===== src/rtl/celement_token_scheduler_if.sv =====
// rtl/celement_token_scheduler_if.sv - requester and self-timed stage handshake bundle
interface celement_token_scheduler_if #(
   parameter int NREQ = 4
);
   localparam int GW = (NREQ > 1) ? $clog2(NREQ) : 1;

   logic [NREQ-1:0] req;
   logic [NREQ-1:0] exbreq;
   logic            halt;
   logic            sendout;
   logic            exbout;
   logic            ackin;
   logic            lopen;
   logic [NREQ-1:0] gnt;
   logic [GW-1:0]   grantid;
   logic            busy;
   logic            timeout_err;

   modport master (
      output req, exbreq, halt, ackin,
      input  sendout, exbout, lopen, gnt, grantid, busy, timeout_err
   );

   modport slave (
      input  req, exbreq, halt, ackin,
      output sendout, exbout, lopen, gnt, grantid, busy, timeout_err
   );
endinterface


===== src/rtl/celement_token_scheduler.sv =====
// rtl/celement_token_scheduler.sv - round-robin four-phase scheduler into a C-element stage
module celement_token_scheduler #(
   parameter int NREQ        = 4,
   parameter int SYNC_STAGES = 2,
   parameter int TIMEOUT_CYC = 255
) (
   input logic clk,
   input logic reset,
   celement_token_scheduler_if.slave bus
);
   localparam int GW = (NREQ > 1) ? $clog2(NREQ) : 1;
   localparam int CW = $clog2(TIMEOUT_CYC + 1);

   localparam logic [2:0] S_IDLE    = 3'd0;
   localparam logic [2:0] S_SETUP   = 3'd1;
   localparam logic [2:0] S_SEND    = 3'd2;
   localparam logic [2:0] S_RELEASE = 3'd3;
   localparam logic [2:0] S_DONE    = 3'd4;
   localparam logic [2:0] S_FAULT   = 3'd5;

   logic [2:0]             state;
   logic [2:0]             state_n;
   logic [GW-1:0]          ptr;
   logic [GW-1:0]          grantid;
   logic [GW-1:0]          winner;
   logic                   found;
   int                     k;
   logic                   exbout;
   logic                   sendout;
   logic                   rst_q;
   logic [CW-1:0]          cnt;
   logic                   tmo;
   logic [SYNC_STAGES-1:0] sync;
   logic                   ack;
   logic [NREQ-1:0]        gnt;

   // The stage acknowledge is asynchronous; only the last flop may reach the FSM.
   always_ff @(posedge clk) begin
      if (reset) sync <= '0;
      else       sync <= {sync[SYNC_STAGES-2:0], bus.ackin};
   end
   assign ack = sync[SYNC_STAGES-1];

   always_comb begin
      winner = '0;
      found  = 1'b0;
      k      = 0;
      for (int i = 0; i < NREQ; i++) begin
         k = int'(ptr) + i;
         if (k >= NREQ) k = k - NREQ;
         if (!found && bus.req[k]) begin
            found  = 1'b1;
            winner = GW'(k);
         end
      end
   end

   assign tmo = (cnt == CW'(TIMEOUT_CYC));

   // An acknowledge arriving on the timeout cycle still completes the phase.
   always_comb begin
      state_n = state;
      case (state)
         S_IDLE:    if (!bus.halt && found) state_n = S_SETUP;
         S_SETUP:   state_n = S_SEND;
         S_SEND:    if (ack) state_n = S_RELEASE;
                    else if (tmo) state_n = S_FAULT;
         S_RELEASE: if (!ack) state_n = S_DONE;
                    else if (tmo) state_n = S_FAULT;
         S_DONE:    state_n = S_IDLE;
         S_FAULT:   state_n = S_FAULT;
         default:   state_n = S_IDLE;
      endcase
   end

   always_ff @(posedge clk) begin
      if (reset) begin
         state   <= S_IDLE;
         ptr     <= '0;
         grantid <= '0;
         exbout  <= 1'b0;
         sendout <= 1'b0;
         cnt     <= '0;
         rst_q   <= 1'b1;
      end else begin
         rst_q   <= 1'b0;
         state   <= state_n;
         sendout <= (state_n == S_SEND);
         if (state == S_IDLE && state_n == S_SETUP) begin
            grantid <= winner;
            exbout  <= bus.exbreq[winner];
         end
         if (state == S_DONE)
            ptr <= (grantid == GW'(NREQ - 1)) ? '0 : grantid + 1'b1;
         if (state_n != state)
            cnt <= '0;
         else if (state == S_SEND || state == S_RELEASE)
            cnt <= cnt + 1'b1;
      end
   end

   always_comb begin
      gnt = '0;
      if (state == S_DONE) gnt[grantid] = 1'b1;
   end

   // rst_q keeps the loop open for the cycle right after reset, before HALT governs it.
   assign bus.lopen       = rst_q || (state == S_FAULT) || (state == S_IDLE && bus.halt);
   assign bus.sendout     = sendout;
   assign bus.exbout      = exbout;
   assign bus.grantid     = grantid;
   assign bus.gnt         = gnt;
   assign bus.busy        = (state == S_SETUP) || (state == S_SEND) ||
                            (state == S_RELEASE) || (state == S_DONE);
   assign bus.timeout_err = (state == S_FAULT);
endmodule


===== src/flat_wrapper.sv =====
// flat-port wrapper written by rule: the top's interface ports become plain ports
module celement_token_scheduler_flat 
#(
   parameter int NREQ        = 4,
   parameter int SYNC_STAGES = 2,
   parameter int TIMEOUT_CYC = 255
)
  (clk, reset, bus_req, bus_exbreq, bus_halt, bus_ackin, bus_sendout, bus_exbout, bus_lopen, bus_gnt, bus_grantid, bus_busy, bus_timeout_err);
  celement_token_scheduler_if #(.NREQ(NREQ)) bus_i ();
  input logic clk;
  input logic reset;
  input wire logic [$bits(bus_i.req)-1:0] bus_req;
  input wire logic [$bits(bus_i.exbreq)-1:0] bus_exbreq;
  input wire logic [$bits(bus_i.halt)-1:0] bus_halt;
  input wire logic [$bits(bus_i.ackin)-1:0] bus_ackin;
  output wire logic [$bits(bus_i.sendout)-1:0] bus_sendout;
  output wire logic [$bits(bus_i.exbout)-1:0] bus_exbout;
  output wire logic [$bits(bus_i.lopen)-1:0] bus_lopen;
  output wire logic [$bits(bus_i.gnt)-1:0] bus_gnt;
  output wire logic [$bits(bus_i.grantid)-1:0] bus_grantid;
  output wire logic [$bits(bus_i.busy)-1:0] bus_busy;
  output wire logic [$bits(bus_i.timeout_err)-1:0] bus_timeout_err;
  assign bus_i.req = bus_req;
  assign bus_i.exbreq = bus_exbreq;
  assign bus_i.halt = bus_halt;
  assign bus_i.ackin = bus_ackin;
  assign bus_sendout = bus_i.sendout;
  assign bus_exbout = bus_i.exbout;
  assign bus_lopen = bus_i.lopen;
  assign bus_gnt = bus_i.gnt;
  assign bus_grantid = bus_i.grantid;
  assign bus_busy = bus_i.busy;
  assign bus_timeout_err = bus_i.timeout_err;
  celement_token_scheduler #(.NREQ(NREQ), .SYNC_STAGES(SYNC_STAGES), .TIMEOUT_CYC(TIMEOUT_CYC)) u_core (.clk(clk), .reset(reset), .bus(bus_i));
endmodule

===== config.mk =====
export PLATFORM = sky130hd
export DESIGN_NAME = celement_token_scheduler_flat
export DESIGN_NICKNAME = d
export VERILOG_FILES = /design/src/rtl/celement_token_scheduler_if.sv /design/src/rtl/celement_token_scheduler.sv /design/src/flat_wrapper.sv
export SDC_FILE = /design/constraint.sdc
export NUM_CORES = 1
export LEC_CHECK = 0
export ABC_AREA = 1
export BUFFER_PORTS_ARGS = -buffer_cell sky130_fd_sc_hd__buf_2
export CAP_MARGIN = 0
export CORE_ASPECT_RATIO = 1.2
export CORE_MARGIN = 2
export CORE_UTILIZATION = 45
export CTS_CLUSTER_DIAMETER = 40
export DETAILED_ROUTE_END_ITERATION = 10
export GPL_TIMING_DRIVEN = 0
export MAX_ROUTING_LAYER = met4
export PLACE_DENSITY_LB_ADDON = 0.25
export RECOVER_POWER = 50
export SYNTH_ARGS = -nofsm -noshare
export SYNTH_HDL_FRONTEND = slang
export SYNTH_SLANG_ARGS = --single-unit
export TNS_END_PERCENT = 10

===== constraint.sdc =====
create_clock -name clk -period 1.75 [get_ports clk]
set_input_delay 0.175 -clock clk [delete_from_list [all_inputs] [get_ports clk]]
set_output_delay 0.175 -clock clk [all_outputs]
set_load 0.02 [all_outputs]

==> results of run 1 <==
[Yosys cell counts, types with 3 or more instances]
| cell type | count |
|---|---|
| a21oi_1 | 7 |
| dfxtp_1 | 20 |
| ha_1 | 5 |
| inv_1 | 29 |
| inv_2 | 5 |
| nand2_1 | 49 |
| nand2_2 | 4 |
| nand3_1 | 15 |
| nand3b_1 | 3 |
| nor2_1 | 19 |
| nor2_2 | 10 |
| nor3_1 | 3 |
| o21ai_0 | 5 |
| xor2_1 | 5 |
[tightest hold or removal path, cell delays in order]
cell,delay [ns]
buf_2,0.09
inv_1,0.04
nor2_1,0.03
[area by class of cell]
cell class / instances / area, um^2
clock buffers: 3 / 22.52
inverters: 35 / 135.1
repair buffers: 24 / 127.6
flip-flops and latches: 20 / 411.6
well taps: 34 / 42.54
multi-input cells: 142 / 863.3
clock inverters: 1 / 30.03
fillers: 276 / 1137
plain buffers: 2 / 15.01
[routing by layer]
metal / vias to the layer above / global-route usage, % / routed length, um
met5: - / - / 0
li1: 674 / - / -
met3: 4 / 1.422 / 53
met4: 0 / 6.731 / 38
met2: 19 / 29.94 / 1327
met1: 551 / 20.12 / 1192
[final timing paths]
path                   start              to  slack [ns]  depth (start not counted)
max          u_core.state[0]       bus_lopen         0.1                          5
min                bus_ackin  u_core.sync[0]        0.07                          3
max reg2reg    u_core.cnt[0]   u_core.cnt[0]         0.1                         11
min reg2reg   u_core.sync[0]  u_core.sync[1]        0.43                          2
[what timing repair did]
action,in CTS,in global routing
buffers inserted,0,1
hold endpoints to repair,1,0
hold buffers,1,0
pin swaps,0,11
setup endpoints to repair,10,17
gates resized for setup,2,35
[stage by stage]
| step | instances | setup TNS [ns] |
|---|---|---|
| detailed placement | 255 | 0 |
| global route | 261 | -0.03660 |
| global placement | 255 | 0 |
| CTS | 260 | 0 |
| floorplan | 199 | 0 |
| finish | 261 | 0 |
[power groups by stage]
stage / combinational, mW / clock (mW) / sequential (mW)
2_1_floorplan: 0.142 / 0 / 0.508
3_3_place_gp: 0.201 / 0 / 0.500
3_5_place_dp: 0.202 / 0 / 0.500
4_1_cts: 0.205 / 0.383 / 0.489
5_1_grt: 0.245 / 0.402 / 0.493
6_report: 0.215 / 0.374 / 0.491
[logic make-up after synthesis]
kind of cell,count (synthesis)
compound gates,18
fa+ha+maj,5
simple gates,112
xor+xnor,7
buf+inv,37
flops,20
[sequential cells by signal, indices dropped and copies added, names as in the netlist]
name / cells
u_core.sync: 2
u_core.bus.exbout: 1
u_core.bus.sendout: 1
u_core.ptr: 2
u_core.state: 3
u_core.rst_q: 1
u_core.cnt: 8
u_core.bus.grantid: 2
==> key figures, run 1 <==
Synth
  • Compound-Gate Fraction of Synth Area: under 10%
  • Synth Area in Simple Gates: between 40% and 50%
  • Post-Synthesis Cells: 199
  • Mapped Nets: approximately 220
  • XOR/XNOR share of the synthesized area: under 10%
  • Synth area leaders: dfxtp_1, nand2_1, inv_1
  • Yosys top cell area share: between 30% and 40%
  • Largest family of logic cells by synthesized area: simple AND/OR/NAND/NOR gates
  • Syn_area_per_cell: roughly 6.6 um^2
  • Post-synthesis mux area share: 0%
  • Mapped Area: about 0.0013 mm^2
  • Synth unique cells: 29
  • #FFs+latches synth: 20
  • Asr flop ratio synth: 0%
  • Synth Area in Adders: approximately 4.8%
  • Leading area contributor after synthesis: dfxtp_1
  • Seq/Total Area, Yosys: between 30% and 40%
  • Number of synthesized flops with an enable pin: 0
  • Ys flop type: dfxtp_1
  • Yosys warnings: 0

Clock tree
  • CTS buffer count: 3
  • # H-tree levels: 1
  • Clock Pin Slew Worst Setup and Hold Paths: between 0.1 and 0.15 ns
  • CTS Sinks: 20
  • Clock root cell: clkbuf_4
  • CTS tree: yes
  • CTS Buffer Depth: 2
  • Worst-Skew Late Latency: 0.30 ns

Worst setup path
  • Delay-heaviest family, CP: simple AND/OR/NAND/NOR gates
  • Startpoint types: register
  • Critical path, cell by cell: inv_2, or2_1, nor2_1, a311o_1, buf_2
  • Crit-path max FO: 4
  • Critical path class: register to output pin
  • Crit. End Element: output pin
  • Crit path required time: 1.57 ns
  • CP bufs+invs: 2
  • Worst Path Arrival: 1.48 ns
  • Max incr delay on CP: ~0.4 ns
  • CP max stage cell: dfxtp_2

GRT
  • Total GRT Usage: approximately 17%
  • First-pass GRT wire length: about 4400 um
  • Congestion Overflow GR: 0
  • Antenna violations before repair: 0
  • Largest net degree at the start of global routing: 13
  • Vias in the first global route: approximately 1100

Timing
  • Least-Margin Pin Slew: between 0.3 and 0.4 ns
  • RSZ-0062 raised after global routing: true
  • Minimum clock period: 1.653 ns
  • Final Max Slew Viols: 0
  • Final setup fails: 0
  • Setup WS post-layout: roughly 0.1 ns
  • Clk_skew: roughly 0.0039 ns
  • Fin crit share: approximately 94%
  • Slew headroom: about three quarters
  • Fmax: just over 0.6 GHz
  • WHS: 0.07301 ns
  • Final hold violation count: 0

Power and ir drop
  • Clock share of power: between 30 and 40%
  • Overall Power: between 1 and 1.5 mW
  • Pint: 0.7809 mW
  • Sw Pwr: about 0.3 mW
  • Combinational Power Share: approximately 20%
  • Switching share of power: between 20% and 30%
  • Peak VDD IR: slightly above 0.0005 V
  • Sequential Power Share: 45.5%
  • PwrDens: between 600 and 700 mW/mm^2
  • Static leakage: 0.7586 nW

Cells and area
  • Commonest non-fill, non-tap cell in the layout: nand2_1
  • Most frequent cells in the layout: nand2_1, inv_1, nor2_1, buf_2, dfxtp_1
  • Number of nets in the layout: ~250
  • Share of layout cells above drive strength 1: around 33%
  • Antenna cells: 0
  • Final Core Density: about three fifths
  • Synthesis-to-finish area growth: 25.55%
  • Final instance area: about 0.0016 mm^2

Route
  • Total Routed Length: approximately 2600 um
  • Antenna-violating nets left: 0
  • Avg Vias per Cell: 4.782
  • First-pass DRT Iterations: 4
  • DR vias: approximately 1200
  • Wire per inst: between 10 and 15 um
  • Remaining DRCs: 0
  • Number of DRC markers in iteration 0: 28

Placement
  • Dpl hpwl: 1963 um
  • GP Congestion: about 0.73
  • IO buf count: 22
  • Area after DPL: ~0.0015 mm^2
  • Post-place setup slack: 0.01493 ns

Die
  • Ports: 23
  • # rows: 21
  • Die Area: between 0.003 and 0.004 mm^2
  • Initial Util: ~47%
  • Die height: roughly 63 um
  • Chip Width: between 50 and 60 um
  • Core area: roughly 0.0028 mm^2

Min path
  • Worst Hold Class: primary input to register

Job
  • Max-cap violations: 0

Status
  • Status: completed
No activity file was read; power rests on OpenSTA's default activity.
==> run 2: changes to the inputs <==
==> constraint.sdc (replaced) <==
create_clock -name clk -period 2.1 [get_ports clk]
set_input_delay 0.21 -clock clk [delete_from_list [all_inputs] [get_ports clk]]
set_output_delay 0.21 -clock clk [all_outputs]
set_load 0.02 [all_outputs]
==> run 2 against run 1 <==
- sequential cell count stayed put
- final cell count fell by 0.77%
- highest routed layer unchanged
- critical path type is now register to register
- die area did not move
- non-clock buffer count is 2 lower
- total power down 18%
- first-iteration DRC count fell by 3.6%
- sequential share of layout area rose by 1.6 points
- global-route usage is 0.15 points lower
==> key figures, run 2 (synthesis gave the netlist of run 1 again) <==
GRT
  • Vias in the first global route: 1120 (was 1126)
  • Total GRT Usage: 17.21% (was 17.35%)
  • First-pass GRT wire length: 4388 um (was 4429 um)
  • Largest net degree at the start of global routing: 13 (unchanged)
  • Congestion Overflow GR: 0 (unchanged)
  • Antenna violations before repair: 0 (unchanged)

Worst setup path
  • Crit path required time: 2.31 ns (was 1.57 ns)
  • Crit-path max FO: 10 (was 4)
  • Critical path class: register to register (was register to output pin)
  • Startpoint types: register (unchanged)
  • Reg-to-reg slack, setup: 0.26 ns (was 0.1 ns)
  • Crit. End Element: register (was output pin)
  • Worst r2r path cells: 12 (was 11)
  • RR Endpoint: u_core.cnt[3] (was u_core.cnt[0])
  • CP Capture Point: u_core.cnt[3] (was bus_lopen)
  • Worst r2r src: u_core.ptr[0] (was u_core.cnt[0])
  • Worst Path Arrival: 2.05 ns (was 1.48 ns)
  • Worst setup startpoint: u_core.ptr[0] (was u_core.state[0])

Clock tree
  • Post-CTS setup buffers: 0 (unchanged)
  • CTS Buffer Depth: 2 (unchanged)
  • CTS tree: yes (unchanged)
  • Worst-Skew Late Latency: 0.30 ns (about the same)
  • Clock root cell: clkbuf_4 (unchanged)
  • PostCTS Resize Cnt: 0 (was 2)
  • Clock Pin Slew Worst Setup and Hold Paths: 0.11 ns (about the same)
  • CTS hold repair buffers: 0 (was 1)
  • CTS buffer count: 3 (unchanged)
  • CTS Sinks: 20 (unchanged)
  • # H-tree levels: 1 (unchanged)

Timing
  • RSZ-0062 raised after global routing: false (was true)
  • WHS: 0.01412 ns (was 0.07301 ns)
  • Fmax: about 0.54 GHz
  • Fin crit share: 87.49%
  • Final setup TNS: 0 ns (unchanged)
  • Final Max Slew Viols: 0 (unchanged)
  • Least-Margin Pin Slew: 0.3672 ns (was 0.3708 ns)
  • Setup WS post-layout: 0.2627 ns (was 0.09730 ns)
  • Clk_skew: 0.002866 ns (was 0.003926 ns)
  • Slew headroom: 75.52% (was 75.28%)
  • Final hold violation count: 0 (unchanged)
  • Minimum clock period: between 1.5 and 2 ns
  • Final setup fails: 0 (unchanged)

Power and ir drop
  • PwrDens: 588.0 mW/mm^2 (was 654.8 mW/mm^2)
  • Static leakage: 0.7316 nW (was 0.7586 nW)
  • Overall Power: 0.8843 mW (was 1.079 mW)
  • Peak VDD IR: 0.0004262 V (was 0.0005167 V)

Placement
  • GP Congestion: 0.7310 (unchanged)
  • Post-place setup slack: 0.3649 ns (was 0.01493 ns)
  • Area after DPL: 0.001465 mm^2 (unchanged)
  • Dpl hpwl: 1963 um (unchanged)
  • Placed cells: 255 (unchanged)
  • IO buf count: 22 (unchanged)

Min path
  • HP Start: reset (was bus_ackin)
  • Worst Hold Class: primary input to register (unchanged)

Die
  • Die height: 63.16 um (unchanged)
  • # rows: 21 (unchanged)
  • Core area: 0.002785 mm^2 (unchanged)
  • Chip Width: 53.30 um (unchanged)
  • Ports: 23 (unchanged)
  • Initial Util: 47.12% (unchanged)
  • Die Area: 0.003366 mm^2 (unchanged)

Cells and area
  • Largest registers: u_core.cnt: 8 flops, u_core.state: 3 flops (unchanged)
  • Final Core Density: 54.00% (was 59.16%)
  • Most frequent cells in the layout: nand2_1, inv_1, nor2_1, dfxtp_1, buf_2 (was nand2_1, inv_1, nor2_1, buf_2, dfxtp_1)
  • Commonest non-fill, non-tap cell in the layout: nand2_1 (unchanged)
  • Final instance area: 0.001504 mm^2 (was 0.001648 mm^2)
  • Final Non-Filler Cells: 259 (was 261)
  • Max reg flops: 8 (unchanged)
  • Most flop-heavy register: u_core.cnt (unchanged)
  • Fill count: 304 (was 276)
  • Share of layout cells above drive strength 1: 20.00% (was 33.04%)
  • Antenna cells: 0 (unchanged)
  • Synthesis-to-finish area growth: 14.59% (was 25.55%)
  • Number of nets in the layout: 243 (was 245)

Route
  • First-pass DRT Iterations: 4 (unchanged)
  • DR vias: 1228 (was 1248)
  • Avg Vias per Cell: 4.741 (was 4.782)
  • Total Routed Length: 2489 um (was 2611 um)
  • Number of DRC markers in iteration 0: 27 (was 28)
  • Antenna-violating nets left: 0 (unchanged)
  • Remaining DRCs: 0 (unchanged)
  • Wire per inst: 9.610 um (was 10.00 um)

Status
  • Status: completed (unchanged)

Job
  • Max-cap violations: 0 (unchanged)
-- run 2: cell types whose count changed in the layout (fill, tap and decap cells not counted), moves of 2 or more --
cell     previous run  this run
nand2_2            11         4
dfxtp_2             6         0
nor2_4              3         0
nand3_1            11        15
nor2_1             16        20
nand3_2             4         1
dfxtp_1            13        20
buf_4               3         0
nand2_1            40        49
nand2_4             4         2
-- run 2: worst min path at each step --
stage | end | slack (ns) | cells past startpoint
after floorplan | u_core.rst_q | 0.24 | 0
after global placement | u_core.rst_q | 0.33 | 1
after detailed placement | u_core.rst_q | 0.33 | 1
after CTS | u_core.rst_q | 0.01 | 1
after global routing | u_core.rst_q | 0.01 | 1
final | u_core.rst_q | 0.01 | 1
-- run 2: layout make-up --
class / count / area [um^2] / area share (%)
clock buffers: 3 / 22.52 / 1.498
inverters: 35 / 131.4 / 8.735
well taps: 34 / 42.54 / 2.829
plain buffers: 2 / 15.01 / 0.9983
flip-flops and latches: 20 / 400.4 / 26.62
multi-input cells: 142 / 758.2 / 50.42
repair buffers: 22 / 103.9 / 6.905
clock inverters: 1 / 30.03 / 1.997
-- run 2: power breakdown --
part / internal (mW) / total, mW / switching, mW
logic: 0.0567 / 0.164 / 0.107
registers: 0.394 / 0.408 / 0.0137
clock network: 0.193 / 0.313 / 0.120
total: 0.644 / 0.884 / 0.241
-- run 2: routing by layer --
metal | up-vias | share of wire [%] | routed length, um | track usage, %
met2 | 15 | 50 | 1240 | 29.48
met1 | 540 | 47 | 1171 | 20.12
met4 | 0 | 1.1 | 27 | 6.731
met3 | 2 | 2.0 | 49 | 1.422
li1 | 671 | - | - | -
met5 | - | 0 | 0 | -
-- run 2: critical path, stage by stage, from the launching register on --
cell,delay [ns]
dfxtp_1,0.38
buf_6,0.15
nand2_1,0.07
nand3_1,0.13
nand2_2,0.09
nor2_1,0.22
nand3b_1,0.13
nand2_1,0.10
nand2_1,0.09
nand2_1,0.13
nand2_2,0.07
nand3_4,0.14
nor2_2,0.04
==> run 3: changes to the inputs <==
--- a/config.mk
+++ b/config.mk
@@ -10,7 +10,7 @@
 export CAP_MARGIN = 0
 export CORE_ASPECT_RATIO = 1.2
 export CORE_MARGIN = 2
-export CORE_UTILIZATION = 45
+export CORE_UTILIZATION = 29
 export CTS_CLUSTER_DIAMETER = 40
 export DETAILED_ROUTE_END_ITERATION = 10
 export GPL_TIMING_DRIVEN = 0
==> constraint.sdc (replaced) <==
create_clock -name clk -period 2.1 [get_ports clk]
set_input_delay 0.21 -clock clk [delete_from_list [all_inputs] [get_ports clk]]
set_output_delay 0.21 -clock clk [all_outputs]
set_load 0.1 [all_outputs]
==> run 3 against run 2 <==
- total power up 18%
- setup slack got worse by 0.040 ns
- fmax down 2.1%
- register-to-register slack improved by 0.09 ns
- sequential cell count did not move
- clock skew is 0.0060 ns higher
==> key figures, run 3 (synthesis gave the netlist of run 1 again) <==
Timing
  • Slew headroom: 22.67% (was 75.52%)
  • Least-Margin Pin Slew: 1.165 ns (was 0.3672 ns)
  • WHS: 0.06111 ns (was 0.01412 ns)
  • Final Max Slew Viols: 0 (unchanged)
  • Final hold violation count: 0 (unchanged)
  • Minimum clock period: 1.877 ns (was 1.837 ns)
  • Final setup TNS: 0 ns (unchanged)
  • Clk_skew: 0.008865 ns (was 0.002866 ns)
  • Setup WS post-layout: 0.2232 ns (was 0.2627 ns)
  • Final setup fails: 0 (unchanged)
  • Fin crit share: 89.37% (was 87.49%)
  • Fmax: 0.5328 GHz (was 0.5443 GHz)
  • RSZ-0062 raised after global routing: false (unchanged)

Cells and area
  • Final Non-Filler Cells: 281 (was 259)
  • Fill count: 503 (was 304)
  • Register Area: 400.4 um^2 (unchanged)
  • Antenna cells: 0 (unchanged)
  • Most frequent cells in the layout: nand2_1, inv_1, dfxtp_1 (was nand2_1, inv_1, nor2_1, dfxtp_1, buf_2)
  • Share of layout cells above drive strength 1: 23.56% (was 20.00%)
  • Synthesis-to-finish area growth: 20.59% (was 14.59%)
  • Area occupied by multi-input gates: 779.5 um^2 (was 758.2 um^2)
  • Largest registers: u_core.cnt: 8 flops, u_core.state: 3 flops (unchanged)
  • Most flop-heavy register: u_core.cnt (unchanged)
  • Number of nets in the layout: 243 (unchanged)
  • Max reg flops: 8 (unchanged)
  • Commonest non-fill, non-tap cell in the layout: nand2_1 (unchanged)

Clock tree
  • CTS Buffer Depth: 2 (unchanged)
  • CTS Sinks: 20 (unchanged)
  • Clock root cell: clkbuf_8 (was clkbuf_4)
  • CTS tree: yes (unchanged)
  • CTS buffer count: 3 (unchanged)
  • # H-tree levels: 1 (unchanged)
  • Clock Pin Slew Worst Setup and Hold Paths: 0.08 ns (was 0.11 ns)
  • Worst-Skew Late Latency: 0.26 ns (was 0.30 ns)
  • Post-CTS setup buffers: 0 (unchanged)

Route
  • Metal-1 WL: 1222 um (was 1171 um)
  • DR vias: 1216 (was 1228)
  • DR WL met2: 1315 um (was 1240 um)
  • Wire per inst: 9.423 um (was 9.610 um)
  • Remaining DRCs: 0 (unchanged)
  • Number of DRC markers in iteration 0: 19 (was 27)
  • Antenna-violating nets left: 0 (unchanged)
  • Total Routed Length: 2648 um (was 2489 um)
  • Avg Vias per Cell: 4.327 (was 4.741)
  • Top layer reached by signal wires: met4 (unchanged)
  • Met3 wire len: 69 um (was 49 um)
  • First-pass DRT Iterations: 4 (unchanged)

GRT
  • Largest net degree at the start of global routing: 13 (unchanged)
  • Total GRT Usage: 11.96% (was 17.21%)
  • Antenna violations before repair: 0 (unchanged)
  • Vias in the first global route: 1141 (was 1120)
  • First-pass GRT wire length: 4740 um (was 4388 um)
  • Congestion Overflow GR: 0 (unchanged)

Power and ir drop
  • Sw Pwr: 0.3341 mW (was 0.2405 mW)
  • Clock share of power: 37.4% (was 35.4%)
  • PwrDens: 658.5 mW/mm^2 (was 588.0 mW/mm^2)
  • Sequential Power Share: 39.2% (was 46.1%)
  • Pint: 0.7083 mW (was 0.6438 mW)
  • Switching share of power: 32.05% (was 27.20%)
  • Static leakage: 0.7415 nW (was 0.7316 nW)
  • Peak VDD IR: 0.0003121 V (was 0.0004262 V)
  • Combinational Power Share: 23.4% (was 18.5%)

Die
  • Initial Util: 30.57% (was 47.12%)
  • # rows: 26 (was 21)
  • Core area: 0.004294 mm^2 (was 0.002785 mm^2)
  • Chip Width: 65.42 um (was 53.30 um)
  • Die height: 77.70 um (was 63.16 um)
  • Die Area: 0.005082 mm^2 (was 0.003366 mm^2)
  • Ports: 23 (unchanged)

Worst setup path
  • Crit-path max FO: 4 (was 10)
  • Critical path class: register to output pin (was register to register)
  • Crit path required time: 1.89 ns (was 2.31 ns)
  • Startpoint types: register (unchanged)
  • Worst Path Arrival: 1.67 ns (was 2.05 ns)
  • Crit. End Element: output pin (was register)

Placement
  • GP Congestion: 0.7588 (was 0.7310)
  • Post-place setup slack: 0.2925 ns (was 0.3649 ns)
  • Placed cells: 277 (was 255)
  • IO buf count: 22 (unchanged)
  • Dpl hpwl: 2140 um (was 1963 um)

Min path
  • Worst Hold Class: primary input to register (unchanged)

Status
  • Status: completed (unchanged)

Job
  • Max-cap violations: 0 (unchanged)
[run 3: metrics by stage]
step | utilization (%) | total power, mW | cell area, um^2
floorplan | - | 0.6164 | 1326
global placement | 35.08 | 0.6644 | 1506
detailed placement | 35.08 | 0.6646 | 1506
CTS | 36.80 | 1.058 | 1580
global route | 36.86 | 1.100 | 1583
finish | 36.86 | 1.042 | 1583
[run 3: layer usage]
layer	global-route usage [%]	vias to the layer above
li1	-	671
met1	14.04	527
met2	20.82	14
met3	1.739	4
met4	3.750	0
met5	-	-
[run 3: path summary, 6_finish.rpt]
path,from,to,slack [ns],cells past startpoint
worst max-delay path,u_core.state[0],bus_lopen,0.22,5
worst min-delay path,reset,u_core.rst_q,0.06,1
worst max register to register,u_core.cnt[0],u_core.cnt[7],0.35,11
worst min register to register,u_core.sync[0],u_core.sync[1],0.41,2
[run 3: final cells by class]
cell class / count / area share, %
Multi-Input combinational cell: 142 / 49.25
Sequential cell: 20 / 25.30
Inverter: 35 / 8.300
Timing Repair Buffer: 22 / 7.273
Tap cell: 56 / 4.427
Clock buffer: 3 / 2.609
Clock inverter: 1 / 1.897
Buffer: 2 / 0.9486
[run 3: what timing repair did]
action | CTS | global route
hold buffers | 0 | 0
endpoints found under the setup margin | 1 | 5
gates resized for setup | 1 | 4
[run 3: critical path, cell delays in order (launching register included)]
cell	delay, ns
dfxtp_1	0.43
inv_2	0.08
or2_1	0.25
nor2_2	0.12
a311o_2	0.11
buf_2	0.41
[run 3: power by group through the flow]
stage          logic (mW)  registers (mW)  clock network, mW
2_1_floorplan       0.149           0.468                  0
3_3_place_gp        0.246           0.418                  0
3_5_place_dp        0.247           0.417                  0
4_1_cts             0.250           0.409              0.400
5_1_grt             0.273           0.411              0.416
6_report            0.244           0.409              0.390
